### config.mk
export PLATFORM = sky130hd
export DESIGN_NAME = big_core_cr_bank
export DESIGN_NICKNAME = d
export VERILOG_FILES = /design/src/rtl/big_core_cr_bank.sv
export SDC_FILE = /design/constraint.sdc
export NUM_CORES = 1
export LEC_CHECK = 0
export BUFFER_PORTS_ARGS = -buffer_cell sky130_fd_sc_hd__clkbuf_2
export CORE_MARGIN = 2
export CORE_UTILIZATION = 36
export DETAILED_ROUTE_END_ITERATION = 10
export PLACE_DENSITY = 0.69
export SLEW_MARGIN = 15
export SYNTH_ARGS = -nofsm -noshare
export SYNTH_HDL_FRONTEND = slang
export SYNTH_SLANG_ARGS = --single-unit
export TNS_END_PERCENT = 5
### constraint.sdc
create_clock -name Clk -period 3.8 [get_ports Clk]
set_clock_uncertainty 0.05 [all_clocks]
set_input_delay 0.19 -clock Clk [delete_from_list [all_inputs] [get_ports Clk]]
set_output_delay 0.19 -clock Clk [all_outputs]
set_load 0.03 [all_outputs]
### src/rtl/big_core_cr_bank.sv
// Memory-mapped control-register bank: seven-segment/LED outputs, button/switch/joystick inputs, keyboard scan FIFO.
// Optional macro BIG_CORE_CR_DEBOUNCE_EN adds a per-bit debounce filter after the button/switch synchroniser.
module big_core_cr_bank #(
    parameter int NUM_SEG7       = 6,
    parameter int LED_W          = 10,
    parameter int SW_W           = 10,
    parameter int JOY_W          = 12,
    parameter int KBD_FIFO_DEPTH = 8,
    parameter int DBNC_CYCLES    = 16
) (
    input  logic                  Clk,
    input  logic                  RstN,
    input  logic [31:0]           Address,
    input  logic [31:0]           WrData,
    input  logic                  WrEn,
    input  logic                  RdEn,
    input  logic [3:0]            ByteEn,
    output logic [31:0]           RdData,
    input  logic                  Button_0,
    input  logic                  Button_1,
    input  logic [SW_W-1:0]       Switch,
    input  logic [JOY_W-1:0]      Joystick_x,
    input  logic [JOY_W-1:0]      Joystick_y,
    input  logic [7:0]            KbdData,
    input  logic                  KbdValid,
    output logic [8*NUM_SEG7-1:0] SEG7,
    output logic [LED_W-1:0]      LED
);

    localparam int IN_W = SW_W + 2;
    localparam int AW   = $clog2(KBD_FIFO_DEPTH);
    localparam int CW   = AW + 1;

    localparam logic [15:0] OFF_LED      = 16'h0040;
    localparam logic [15:0] OFF_BUTTON   = 16'h0044;
    localparam logic [15:0] OFF_SWITCH   = 16'h0048;
    localparam logic [15:0] OFF_JOY_X    = 16'h004C;
    localparam logic [15:0] OFF_JOY_Y    = 16'h0050;
    localparam logic [15:0] OFF_KBD_DATA = 16'h0100;
    localparam logic [15:0] OFF_KBD_STAT = 16'h0104;
    localparam logic [15:0] OFF_KBD_CTRL = 16'h0108;

    function automatic logic [31:0] laneMerge(input logic [31:0] oldVal,
                                              input logic [31:0] newVal,
                                              input logic [3:0]  be);
        logic [31:0] r;
        r = oldVal;
        for (int k = 0; k < 4; k++) begin
            if (be[k]) r[8*k +: 8] = newVal[8*k +: 8];
        end
        return r;
    endfunction

    logic        hit;
    logic [15:0] offset;
    logic        wrHit;
    logic        rdHit;
    logic        unusedAddr;

    assign hit        = (Address[23:16] == 8'hFE);
    assign offset     = Address[15:0];
    assign wrHit      = WrEn && hit;
    assign rdHit      = RdEn && hit;
    assign unusedAddr = ^Address[31:24];

    logic [7:0]       seg7Reg [NUM_SEG7];
    logic [LED_W-1:0] ledReg;
    logic             scanfEn;
    logic             overflow;

    logic [7:0]    fifoMem [KBD_FIFO_DEPTH];
    logic [AW-1:0] wrPtr;
    logic [AW-1:0] rdPtr;
    logic [CW-1:0] count;
    logic          notEmpty;
    logic          full;
    logic          ctrlWr;
    logic          flush;
    logic          pushReq;
    logic          doPush;
    logic          doPop;
    logic          dropPush;

    assign notEmpty = (count != '0);
    assign full     = (count == CW'(KBD_FIFO_DEPTH));
    assign ctrlWr   = wrHit && (offset == OFF_KBD_CTRL) && ByteEn[0];
    assign flush    = ctrlWr && scanfEn && !WrData[0];
    assign pushReq  = KbdValid && scanfEn;
    // A full FIFO still accepts a push when a pop frees the head slot on the same edge.
    assign doPop    = rdHit && (offset == OFF_KBD_DATA) && notEmpty;
    assign doPush   = pushReq && (!full || doPop);
    assign dropPush = pushReq && full && !doPop;

    // Input stage: two-flop synchroniser for buttons/switches, single register for joystick
    logic [IN_W-1:0]  inSync_p0;
    logic [IN_W-1:0]  inSync_p1;
    logic [IN_W-1:0]  inArch;
    logic [JOY_W-1:0] joyX_p0;
    logic [JOY_W-1:0] joyY_p0;

    always_ff @(posedge Clk or negedge RstN) begin
        if (!RstN) begin
            inSync_p0 <= '0;
            inSync_p1 <= '0;
        end else begin
            inSync_p0 <= {Switch, Button_1, Button_0};
            inSync_p1 <= inSync_p0;
        end
    end

    always_ff @(posedge Clk) begin
        joyX_p0 <= Joystick_x;
        joyY_p0 <= Joystick_y;
    end

`ifdef BIG_CORE_CR_DEBOUNCE_EN
    // Debounce stage: a bit adopts the synchronised value after DBNC_CYCLES consecutive differing samples
    logic [15:0]     dbncCnt [IN_W];
    logic [IN_W-1:0] dbncVal;

    always_ff @(posedge Clk or negedge RstN) begin
        if (!RstN) begin
            dbncVal <= '0;
            for (int b = 0; b < IN_W; b++) dbncCnt[b] <= '0;
        end else begin
            for (int b = 0; b < IN_W; b++) begin
                if (inSync_p1[b] == dbncVal[b]) begin
                    dbncCnt[b] <= '0;
                end else if (dbncCnt[b] == 16'(DBNC_CYCLES - 1)) begin
                    dbncVal[b] <= inSync_p1[b];
                    dbncCnt[b] <= '0;
                end else begin
                    dbncCnt[b] <= dbncCnt[b] + 16'd1;
                end
            end
        end
    end

    assign inArch = dbncVal;
`else
    assign inArch = inSync_p1;
`endif

    always_ff @(posedge Clk or negedge RstN) begin
        if (!RstN) begin
            for (int i = 0; i < NUM_SEG7; i++) seg7Reg[i] <= '0;
            ledReg  <= '0;
            scanfEn <= 1'b0;
        end else begin
            if (wrHit && ByteEn[0]) begin
                for (int i = 0; i < NUM_SEG7; i++) begin
                    if (offset == 16'(4 * i)) seg7Reg[i] <= WrData[7:0];
                end
            end
            if (wrHit && (offset == OFF_LED))
                ledReg <= LED_W'(laneMerge(32'(ledReg), WrData, ByteEn));
            if (ctrlWr)
                scanfEn <= WrData[0];
        end
    end

    // Overflow is sticky; a drop in the same cycle as a clear wins so the event is not lost.
    always_ff @(posedge Clk or negedge RstN) begin
        if (!RstN) begin
            overflow <= 1'b0;
        end else if (dropPush) begin
            overflow <= 1'b1;
        end else if (ctrlWr && WrData[1]) begin
            overflow <= 1'b0;
        end
    end

    always_ff @(posedge Clk or negedge RstN) begin
        if (!RstN) begin
            wrPtr <= '0;
            rdPtr <= '0;
            count <= '0;
        end else if (flush) begin
            wrPtr <= '0;
            rdPtr <= '0;
            count <= '0;
        end else begin
            if (doPush) wrPtr <= wrPtr + AW'(1);
            if (doPop)  rdPtr <= rdPtr + AW'(1);
            count <= count + CW'(doPush) - CW'(doPop);
        end
    end

    always_ff @(posedge Clk) begin
        if (doPush && !flush) fifoMem[wrPtr] <= KbdData;
    end

    logic [31:0] rdMux;

    always_comb begin
        rdMux = '0;
        if (hit) begin
            for (int i = 0; i < NUM_SEG7; i++) begin
                if (offset == 16'(4 * i)) rdMux = {24'b0, seg7Reg[i]};
            end
            case (offset)
                OFF_LED:      rdMux = 32'(ledReg);
                OFF_BUTTON:   rdMux = {30'b0, inArch[1:0]};
                OFF_SWITCH:   rdMux = 32'(inArch[IN_W-1:2]);
                OFF_JOY_X:    rdMux = 32'(joyX_p0);
                OFF_JOY_Y:    rdMux = 32'(joyY_p0);
                OFF_KBD_DATA: rdMux = notEmpty ? {24'b0, fifoMem[rdPtr]} : 32'b0;
                OFF_KBD_STAT: rdMux = {17'b0, 7'(count), 5'b0, overflow, full, notEmpty};
                OFF_KBD_CTRL: rdMux = {31'b0, scanfEn};
                default:      ;
            endcase
        end
    end

    // Read response stage: captured on RdEn, held until the next read
    always_ff @(posedge Clk or negedge RstN) begin
        if (!RstN) begin
            RdData <= '0;
        end else if (RdEn) begin
            RdData <= rdMux;
        end
    end

    for (genvar g = 0; g < NUM_SEG7; g++) begin : gSeg7
        assign SEG7[8*g +: 8] = seg7Reg[g];
    end

    assign LED = ledReg;

endmodule

======== Yosys cells after proc, flatten, opt, wreduce, memory -nomap -nowiden ========
Memory sizes are Yosys's and may differ from the RTL's.
Cells that the tools add are included.
word-level totals
  bits in latches ......................... 0
  bits in writable memories ............... 64
  memory bits (read-only) ................. 0
  input bits .............................. 117
  word-level logic and storage cells ...... 90
  register bits after elaboration ......... 150
  memories kept ........................... 1
memories
  memory   words  width  read ports  clocked after memory_dff  write ports  line  RTL
  fifoMem  8      8      1           0                         1            71    logic [7:0] fifoMem [KBD_FIFO_DEPTH];
cells by class
  bitwise gates (word level) .............. 0
  $lt $le $gt $ge ......................... 0
  add/sub/neg operators ................... 4
  multiply operators ...................... 0
  shift-type cells ........................ 0
  reduce and logical (&&, ||, !) cells .... 34
  mux-type cells .......................... 18
  eq/ne operators ......................... 15
  div/mod/pow operators ................... 0
operators with widths
  kind                                            number
  one-hot mux 32 bit (8 select lines)             1
  2-to-1 mux 32 bit                               4
  == test 16 x 7 -> 1 bit, second input constant  5
  == test 16 x 9 -> 1 bit, second input constant  3
  == test 16 x 4 -> 1 bit, second input constant  2
  == test 16 x 5 -> 1 bit, second input constant  2
  2-to-1 mux 8 bit                                4
  == test 16 x 3 -> 1 bit, second input constant  1
  logical AND 1 bit                               16
  zero test 16 bit                                1
  AND reduction 2 bit                             8
  2-to-1 mux 3 bit                                4
  == test 8 bit, second input constant            1
  adder 3 x 1 -> 3 bit, second input constant     2
  nonzero test 2 bit                              3
  adder 4 x 1 -> 4 bit                            1
  == test 4 bit, second input constant            1
  zero test 1 bit                                 4
  2-to-1 mux 1 bit                                4
  2-to-1 mux 4 bit                                1
  nonzero test 4 bit                              1
  subtractor 4 x 1 -> 4 bit                       1
  logical OR 1 bit                                1

======== Logic depth before layout (Yosys ltp) ========
Gate-level depths: netlist of the first run.
  word-level depth ........................ 10
  mapped depth ............................ 13

======== Worst setup path after synthesis of the first run ========
Ideal clock, no wire load.
  path type ............................... input port to flip-flop
  from .................................... in Address[1]
  to ...................................... mem fifoMem[2][0], enable pin
  data required time ...................... 3365 ps
  cell stages on the path ................. 8
  data arrival time ....................... 2414 ps
  library setup time ...................... 385 ps
  buffers on the path ..................... 2
  slack ................................... 950 ps
  path through ............................ buf_4 > nor4_4 > nand2_2 > or3_1 > buf_6 > a211oi_2 > nand2b_2 > nor3b_1
between the ends
  word-level cells in the longest chain between the ends .. 9
  elaborated cells on any way between the ends .. 14
  those cells by class .................... 2 x eq/ne; 2 x mux; 10 x reduce/logical
RTL lines
  item                                        line  RTL
  start: declaration                          13    input logic [31:0] Address,
  == test 16 x 9 -> 1 bit                     86    assign ctrlWr = wrHit && (offset == OFF_KBD_CTRL) && ByteEn[0];
  logical AND 1 bit (2 in a row)              86
  logical AND 1 bit (2 in a row)              87    assign flush = ctrlWr && scanfEn && !WrData[0];
  zero test 1 bit                             190   if (doPush && !flush) fifoMem[wrPtr] <= KbdData;
  logical AND 1 bit (*)                       190
  2-to-1 mux 1 bit (*)                        190
  2-to-1 mux 1 bit (implied by the code) (*)  190
  end: declaration                            71
Every way passes the cells marked *; elsewhere a longest branch is shown, timed or not.

======== Final worst setup path of the first run ========
  from .................................... reg count[2]
  to ...................................... reg count[2]
between the ends
  word-level cells in the longest chain between the ends .. 7
  elaborated cells on any way between the ends .. 9
  those cells by class .................... 2 x add/sub; 1 x eq/ne; 1 x mux; 5 x reduce/logical
RTL lines
  item                                                  line    RTL
  start: declaration                                    74      logic [CW-1:0] count;
  start signal: assignment                              185     count <= count + CW'(doPush) - CW'(doPop);
  == test 4 bit or nonzero test 4 bit (tied branches)   85, 84
  zero test 1 bit or logical AND 1 bit (tied branches)  91, 90
  logical OR 1 bit                                      91      assign doPush = pushReq && (!full || doPop);
  logical AND 1 bit                                     91
  adder 4 x 1 -> 4 bit                                  185
  subtractor 4 x 1 -> 4 bit (*)                         185
  2-to-1 mux 4 bit (*)                                  178     end else if (flush) begin
Marked as above.
A chain may end at the register's enable or synchronous reset.

==> results of run 1 <==
path summary, 6_finish.rpt:
check                           endpoint  slack [ps]
max in group asynchronous  inSync_p0[10]        2450
min in group asynchronous  inSync_p0[11]         390
hold / removal             fifoMem[7][6]           4
setup reg to reg                count[2]         970
setup / recovery                count[2]         970
hold reg to reg               inArch[10]         290
report_power, final:
part / internal (µW) / switching, µW
clock network: 881 / 861
registers: 2180 / 9.42
logic: 78.3 / 131
state kept, by name, indices dropped and copies added, names as in the netlist, 4 cells and up:
register / flops
SEG7: 48
joyX_p0: 12
LED: 10
joyY_p0: 12
RdData: 12
inSync_p0: 12
inArch: 12
count: 4
fifoMem: 64
repair_timing:
action,CTS,global route
gates resized for setup,0,0
hold buffers,46,0
endpoints found under the hold margin,159,0
logic make-up (layout without fill, tap and decap cells):
family | count (synthesis) | count (layout) | share of synthesized area (%)
AOI/OAI and AO/OA | 90 | 90 | 7.84
xor gates and xnor gates | 5 | 5 | 0.516
adders and majority gates | 8 | 8 | 1.27
buffers and inverters | 55 | 260 | 3.91
DFF | 194 | 194 | 59.6
muxes | 87 | 87 | 13.6
other | 1 | 21 | 0.0442
and+or+nand+nor | 170 | 170 | 13.3
critical path: cells and delay by family (launching register included):
kind	cells	cell delay [ps]
simple gates	5	870
buf+inv	2	290
xor+xnor	1	170
fa+ha+maj	3	810
compound gates	1	140
flops	1	380
synthesized netlist by cell type (all sizes together) (2+ instances only):
master | instances | area (µm²)
nor2b | 9 | 56.3
nor3b | 6 | 45.0
nand3 | 14 | 75.1
dfrtp | 106 | 2650
mux4 | 16 | 360
nand3b | 2 | 15.0
a32o | 5 | 50.1
o211ai | 5 | 37.5
nor3 | 16 | 95.1
inv | 9 | 33.8
mux2i | 4 | 40.0
a21oi | 24 | 124
clkbuf | 12 | 46.3
o32ai | 2 | 25.0
xor2 | 2 | 17.5
o21ai | 9 | 45.0
nand4 | 12 | 75.1
nand2 | 37 | 144
a22oi | 5 | 37.5
a211oi | 2 | 20.0
o211a | 5 | 50.1
xnor2 | 3 | 26.3
a31oi | 3 | 18.8
a21o | 3 | 22.5
or3 | 2 | 12.5
nor4 | 13 | 235
nor2 | 23 | 96.3
o22ai | 5 | 31.3
or2 | 3 | 18.8
ha | 7 | 87.6
nand2b | 9 | 58.8
nor4b | 5 | 43.8
or4 | 4 | 33.8
mux2 | 67 | 754
or4b | 2 | 20.0
a211o | 2 | 17.5
and4 | 2 | 17.5
and3 | 6 | 37.5
edfxtp | 64 | 1920
buf | 34 | 251
dfxtp | 24 | 480
a222oi | 12 | 120
layer usage:
layer  wire (µm)  vias to the layer above  track usage, %
met5           0                        -               0
met4         410                        0            5.89
met3        1600                       21            4.79
met2       10700                      262            29.5
met1        9990                     3133            24.9
li1            -                     2717               -
cell usage in the layout, fill, tap and decap left out, types with 6 or more instances in the layout:
cell	n
clkbuf_2	153
dfrtp_1	106
mux2_2	67
edfxtp_1	64
dlygate4sd3_1	46
nand2_1	35
dfxtp_1	24
a21oi_1	23
conb_1	20
buf_4	20
nor2_1	19
clkbuf_16	17
mux4_2	16
nand3_1	13
nor3_1	13
nand4_1	12
a222oi_1	12
inv_1	9
nor4_4	9
nor2b_1	9
o21ai_0	8
nand2b_1	8
ha_1	7
and3_1	6
nor3b_1	6
inv_6	6
per-stage QoR:
| step | std cells | total power, µW | cell area [µm²] | hold WS (ps) |
|---|---|---|---|---|
| 2_1_floorplan | 629 | 2320 | 8560 | -156 |
| 3_3_place_gp | 1075 | 2400 | 9580 | 244 |
| 5_1_grt | 1153 | 4280 | 10600 | 1.65 |
| 4_1_cts | 1153 | 4160 | 10600 | 0.376 |
| 6_report | 1154 | 4140 | 10600 | 4.37 |
| 3_5_place_dp | 1075 | 2400 | 9580 | 244 |
layout make-up:
cell class	count	area [µm²]	share of cell area [%]
Tap cell	319	399	3.76
Multi-Input combinational cell	380	3170	29.9
Clock buffer	19	433	4.08
Inverter	9	33.8	0.318
Timing Repair Buffer	219	1380	13.0
Clock inverter	13	136	1.29
Sequential cell	194	5050	47.6
Antenna cell	1	2.50	0.0236
==> results.md, run 1 <==
- Synth Area per Inst: 13.9 µm²
- Worst slew pin tran: 948 ps
- CTS tree: built
- First-pass iteration count of the detailed router: 7
- Die Height: 158 µm
- Clock sink count: 194
- RSZ-0062 raised after global routing: false
- Crit share post-route: 74.3%
- Initial Utilization: 36.4%
- Setup repair bufs after CTS: 0
- Static Leak: 0.00451 µW
- WHS Path Cells: 1
- I/O Buffers: 154
- Core Region: 0.0233 mm²
- Count of cell types in the netlist: 74
- Crit-path cells: inv_1 > ha_1 > or3b_2 > nand2_2 > nor2_1 > buf_4 > nand3_1 > o21ai_0 > ha_1 > fa_1 > xnor2_1 > nor2_1
- Status: finished clean
- Post-synth EDFFs: 64
- Final GP Congestion: 0.872
- Area grow syn2layout: 25.0%
- Clock-pin slew on the worst setup and hold paths: 70 ps
- Filler cells: 2,094
- Row cnt: 56
- Post-synthesis instance area: 0.00849 mm²
- Worst reg2reg path depth: 12
- Register bit total from synthesis: 194
- Crit Path Category: reg2reg
- Util after Layout: 45.5%
- Max cap viols: 0
- CTS Buf Count: 17
- HP Start: KbdData[6]
- Largest net degree at the start of global routing: 73
- First-pass GRT wire length: 34,600 µm
- Slowest CP cell: or3b_2
- Die area: 0.0248 mm²
- Fmax: 354 MHz
- Top-Level Pins: 207
- Clock buffer depth: 2
- # setup viols final: 0
- Crit path from: count[2]
- Total Routed Length: 22,700 µm
- Initial antenna violation count: 1
- HP Class: in2reg
- Critical path data arrival time: 3090 ps
- Setup TNS: 0 ps
- Layout cells sized above 1: 38.2%
- DR iter-0 viols: 621
- Final slew viol count: 0
- Crit. End Element: flop
- Total number of vias: 6,133
- Relative slew slack: 36.8%
- DRC: 0
- Yosys warns: 0
- Fin crit period: 2830 ps
- Vias in the first global route: 6,068
- CP required: 4060 ps
- Dpl hpwl: 16,400 µm
- H-tree Lvls: 4
- Wire per inst: 19.7 µm
- Via/cell ratio: 5.31
- Place WS: 898 ps
- Slack of the critical path: 975 ps
- Reg-to-reg critical path startpoint: count[2]
- Clock Latency Late Sink: 440 ps
- Critical path launch point type: flop
- Max incr delay on CP: 500 ps
- Final Hold Vio Count: 0
- Global Route Usage Sum: 18.5%
- CP Max Fanout: 11
- Maximum vdd drop: 242 µV
- Die width: 158 µm
- Pwr per Cell Area: 390 mW/mm²
- Final nets: 946
- Most used DFF post-synth: dfrtp_1
- Post-Syn Instances: 610
- Seq/Total Area, Yosys: 59.6%
- Routed Antenna Nets: 0
- Synth async-reset ratio: 54.6%
- Global route total overflow: 0
- Root buffer cell: clkbuf_16
Note: power is estimated with default switching activity, not from simulation.
==> run 2, diff against run 1 <==
--- a/config.mk
+++ b/config.mk
@@ -5,11 +5,12 @@
 export SDC_FILE = /design/constraint.sdc
 export NUM_CORES = 1
 export LEC_CHECK = 0
+export ABC_AREA = 1
 export BUFFER_PORTS_ARGS = -buffer_cell sky130_fd_sc_hd__clkbuf_2
 export CORE_MARGIN = 2
 export CORE_UTILIZATION = 36
 export DETAILED_ROUTE_END_ITERATION = 10
-export PLACE_DENSITY = 0.69
+export PLACE_DENSITY = 0.68
 export SLEW_MARGIN = 15
 export SYNTH_ARGS = -nofsm -noshare
 export SYNTH_HDL_FRONTEND = slang
==> constraint.sdc (replaced) <==
create_clock -name Clk -period 2.65 [get_ports Clk]
set_clock_uncertainty 0.05 [all_clocks]
set_input_delay 0.1325 -clock Clk [delete_from_list [all_inputs] [get_ports Clk]]
set_output_delay 0.1325 -clock Clk [all_outputs]
set_load 0.03 [all_outputs]
==> results.md, run 2 <==
- Placed cell count: 1,390
- CTS tree: built
- Die Height: 158 µm
- RSZ-0062 raised after global routing: false
- Reg power frac: 51.9%
- DP Area: 0.00972 mm²
- Initial antenna violation count: 0
- CTS Buf Count: 17
- Post-synthesis instance area: 0.00857 mm²
- Mux cell area share after synthesis: 0.263%
- Crit. End Element: flop
- Clock Power Share: 43.5%
- Seq/Total Area, Yosys: 59.0%
- Worst slew pin tran: 909 ps
- Max reg flops: 64
- Diode count: 0
- Yosys warns: 0
- Global route total overflow: 0
- Pwr per Cell Area: 557 mW/mm²
- First-pass GRT wire length: 35,800 µm
- Dpl hpwl: 16,500 µm
- Count leader, synth: nand2_1
- XOR/XNOR share of the synthesized area: 0.204%
- Crit-path cells: inv_1 > ha_1 > nand3_1 > inv_1 > nor2_8 > nand2_4 > buf_4 > nand2_2 > nand3_2 > o21ai_1 > ha_1 > fa_1 > xnor2_1 > nor2_1
- Relative slew slack: 39.1%
- Max incr delay on CP: 420 ps
- Final Hold Vio Count: 0
- Vias in the first global route: 6,809
- Final GP Congestion: 0.878
- Util after Layout: 46.4%
- Largest family of logic cells by synthesized area: simple AND/OR/NAND/NOR gates
- Switching pwr: 1510 µW
- CP required: 2920 ps
- Crit share post-route: 94.8%
- First-pass iteration count of the detailed router: 5
- Critical path launch point type: flop
- Routed Antenna Nets: 0
- # setup viols final: 0
- Final slew viol count: 0
- DR iter-0 viols: 457
- Die area: 0.0250 mm²
- Largest register by flop count: fifoMem
- H-tree Lvls: 4
- Post-route insts no fill: 1,473
- Top-Level Pins: 207
- Crit Path Category: reg2reg
- Most used DFF post-synth: dfrtp_1
- HP Class: in2reg
- Synth area leader: dfrtp_1
- Synth Area per Inst: 9.29 µm²
- Clock sink count: 194
- Most common cell after layout, fill and taps aside: nand2_1
- Layout cells sized above 1: 21.8%
- Min Hold Slack: 12.3 ps
- Synth async-reset ratio: 54.6%
- Post-synthesis adder-cell area fraction: 1.26%
- Initial Utilization: 36.6%
- Register bit total from synthesis: 194
- Maximum vdd drop: 429 µV
- Fin area: 0.0109 mm²
- Fmax: 398 MHz
- Critical path data arrival time: 2780 ps
- Clock buffer depth: 2
- Core Region: 0.0234 mm²
- Wire per inst: 15.5 µm
- Area grow syn2layout: 26.7%
- Area share of and/or/nand/nor cells after synthesis: 24.4%
- Slowest CP cell: fa_1
- DRC: 0
- Synth Area in Compound Gates: 8.09%
- Post-Syn Instances: 922
- Top-area cell type share of the netlist area: 31.0%
- I/O Buffers: 154
- Static Leak: 0.00508 µW
- Row cnt: 56
- Via/cell ratio: 4.82
- Sw Ratio: 25.0%
- Fin crit period: 2510 ps
- Commonest non-fill, non-tap cells in the layout: nand2_1, clkbuf_2, nor2_1, dfrtp_1, o21ai_0
- Internal: 4540 µW
- Total Routed Length: 22,800 µm
- Clock-pin slew on the worst setup and hold paths: 80 ps
- Setup repair bufs after CTS: 0
- Largest net degree at the start of global routing: 61
- Max cap viols: 0
- Comb pwr share: 4.6%
- Count of cell types in the netlist: 42
- Post-synth EDFFs: 64
- Setup TNS: 0 ps
- Global Route Usage Sum: 18.7%
- Synth top area cells: dfrtp_1, edfxtp_1, nand2_1
- Status: finished clean
- Root buffer cell: clkbuf_16
- Total number of vias: 7,104
- CP Max Fanout: 5
- Final nets: 1,266
- Synth cell count leaders: nand2_1, nor2_1, dfrtp_1, o21ai_0, inv_1
- Die width: 158 µm
- Clock Latency Late Sink: 450 ps
-- run 2: cell count changes after synthesis, sizes merged, moves of 15 or more --
cell,before,now
nand2,37,221
nor2,23,124
o21ai,9,106
inv,9,76
mux2,67,2
nand3,14,66
nand4,12,32
mux4,16,0
a21oi,24,9
-- run 2: cell type report --
cell class | count | area, µm²
clock buffers | 17 | 425
flip-flops and latches | 194 | 5050
fillers | 2196 | 12500
multi-input cells | 620 | 3010
repair buffers | 230 | 1470
inverters | 78 | 293
well taps | 319 | 399
clock inverters | 15 | 201
-- run 2: power by group through the flow --
stage | Combinational (µW) | Sequential, µW | Clock [µW]
floorplan | 104 | 3200 | 0
finish | 278 | 3140 | 2630
CTS | 279 | 3140 | 2680
global placement | 215 | 3200 | 0
global route | 307 | 3140 | 2810
detailed placement | 217 | 3200 | 0
-- run 2: cell families after synthesis --
logic type | Yosys count
multiplexers | 2
AO/OA/AOI/OAI | 129
buffers and inverters | 127
adder cells (fa/ha/maj) | 8
other | 1
AND/OR/NAND/NOR | 459
flip-flops | 194
XOR/XNOR | 2
-- run 2: worst paths after layout --
kind	end	slack, ps	from	depth (start not counted)
setup / recovery	count[2]	140	count[2]	14
hold / removal	LED[9]	10	ByteEn[1]	3
setup reg to reg	count[2]	140	count[2]	14
hold reg to reg	inArch[7]	290	inSync_p0[7]	0
max in group asynchronous	inSync_p0[2]	1530	RstN	3
min in group asynchronous	SEG7[7]	240	RstN	2
-- run 2: per-stage QoR --
step                      worst slack [ps]  power [µW]
after floorplan                        150        3300
after CTS                              130        6100
after detailed placement               146        3420
final                                  137        6050
after global routing                  11.1        6260
after global placement                 218        3420
-- run 2: layer usage --
metal	wire length, µm	GRT usage (%)	up-vias
met2	10900	30.9	235
met1	10100	24.7	3376
met3	1300	3.54	31
met5	0	0	-
met4	517	6.56	0
li1	-	-	3462
-- run 2: critical path, delay by kind of cell, from the launching register on --
family                   cells  cell delay (ps)
adder cells (fa/ha/maj)      3              810
AND/OR/NAND/NOR              6              500
buffers and inverters        3              420
flip-flops                   1              370
XOR/XNOR                     1              170
AO/OA/AOI/OAI                1               80
-- run 2: repair_timing --
action | CTS | global route
gates resized for setup | 0 | 1
hold buffers | 51 | 0
endpoints found under the setup margin | 0 | 2
hold endpoints to repair | 167 | 0
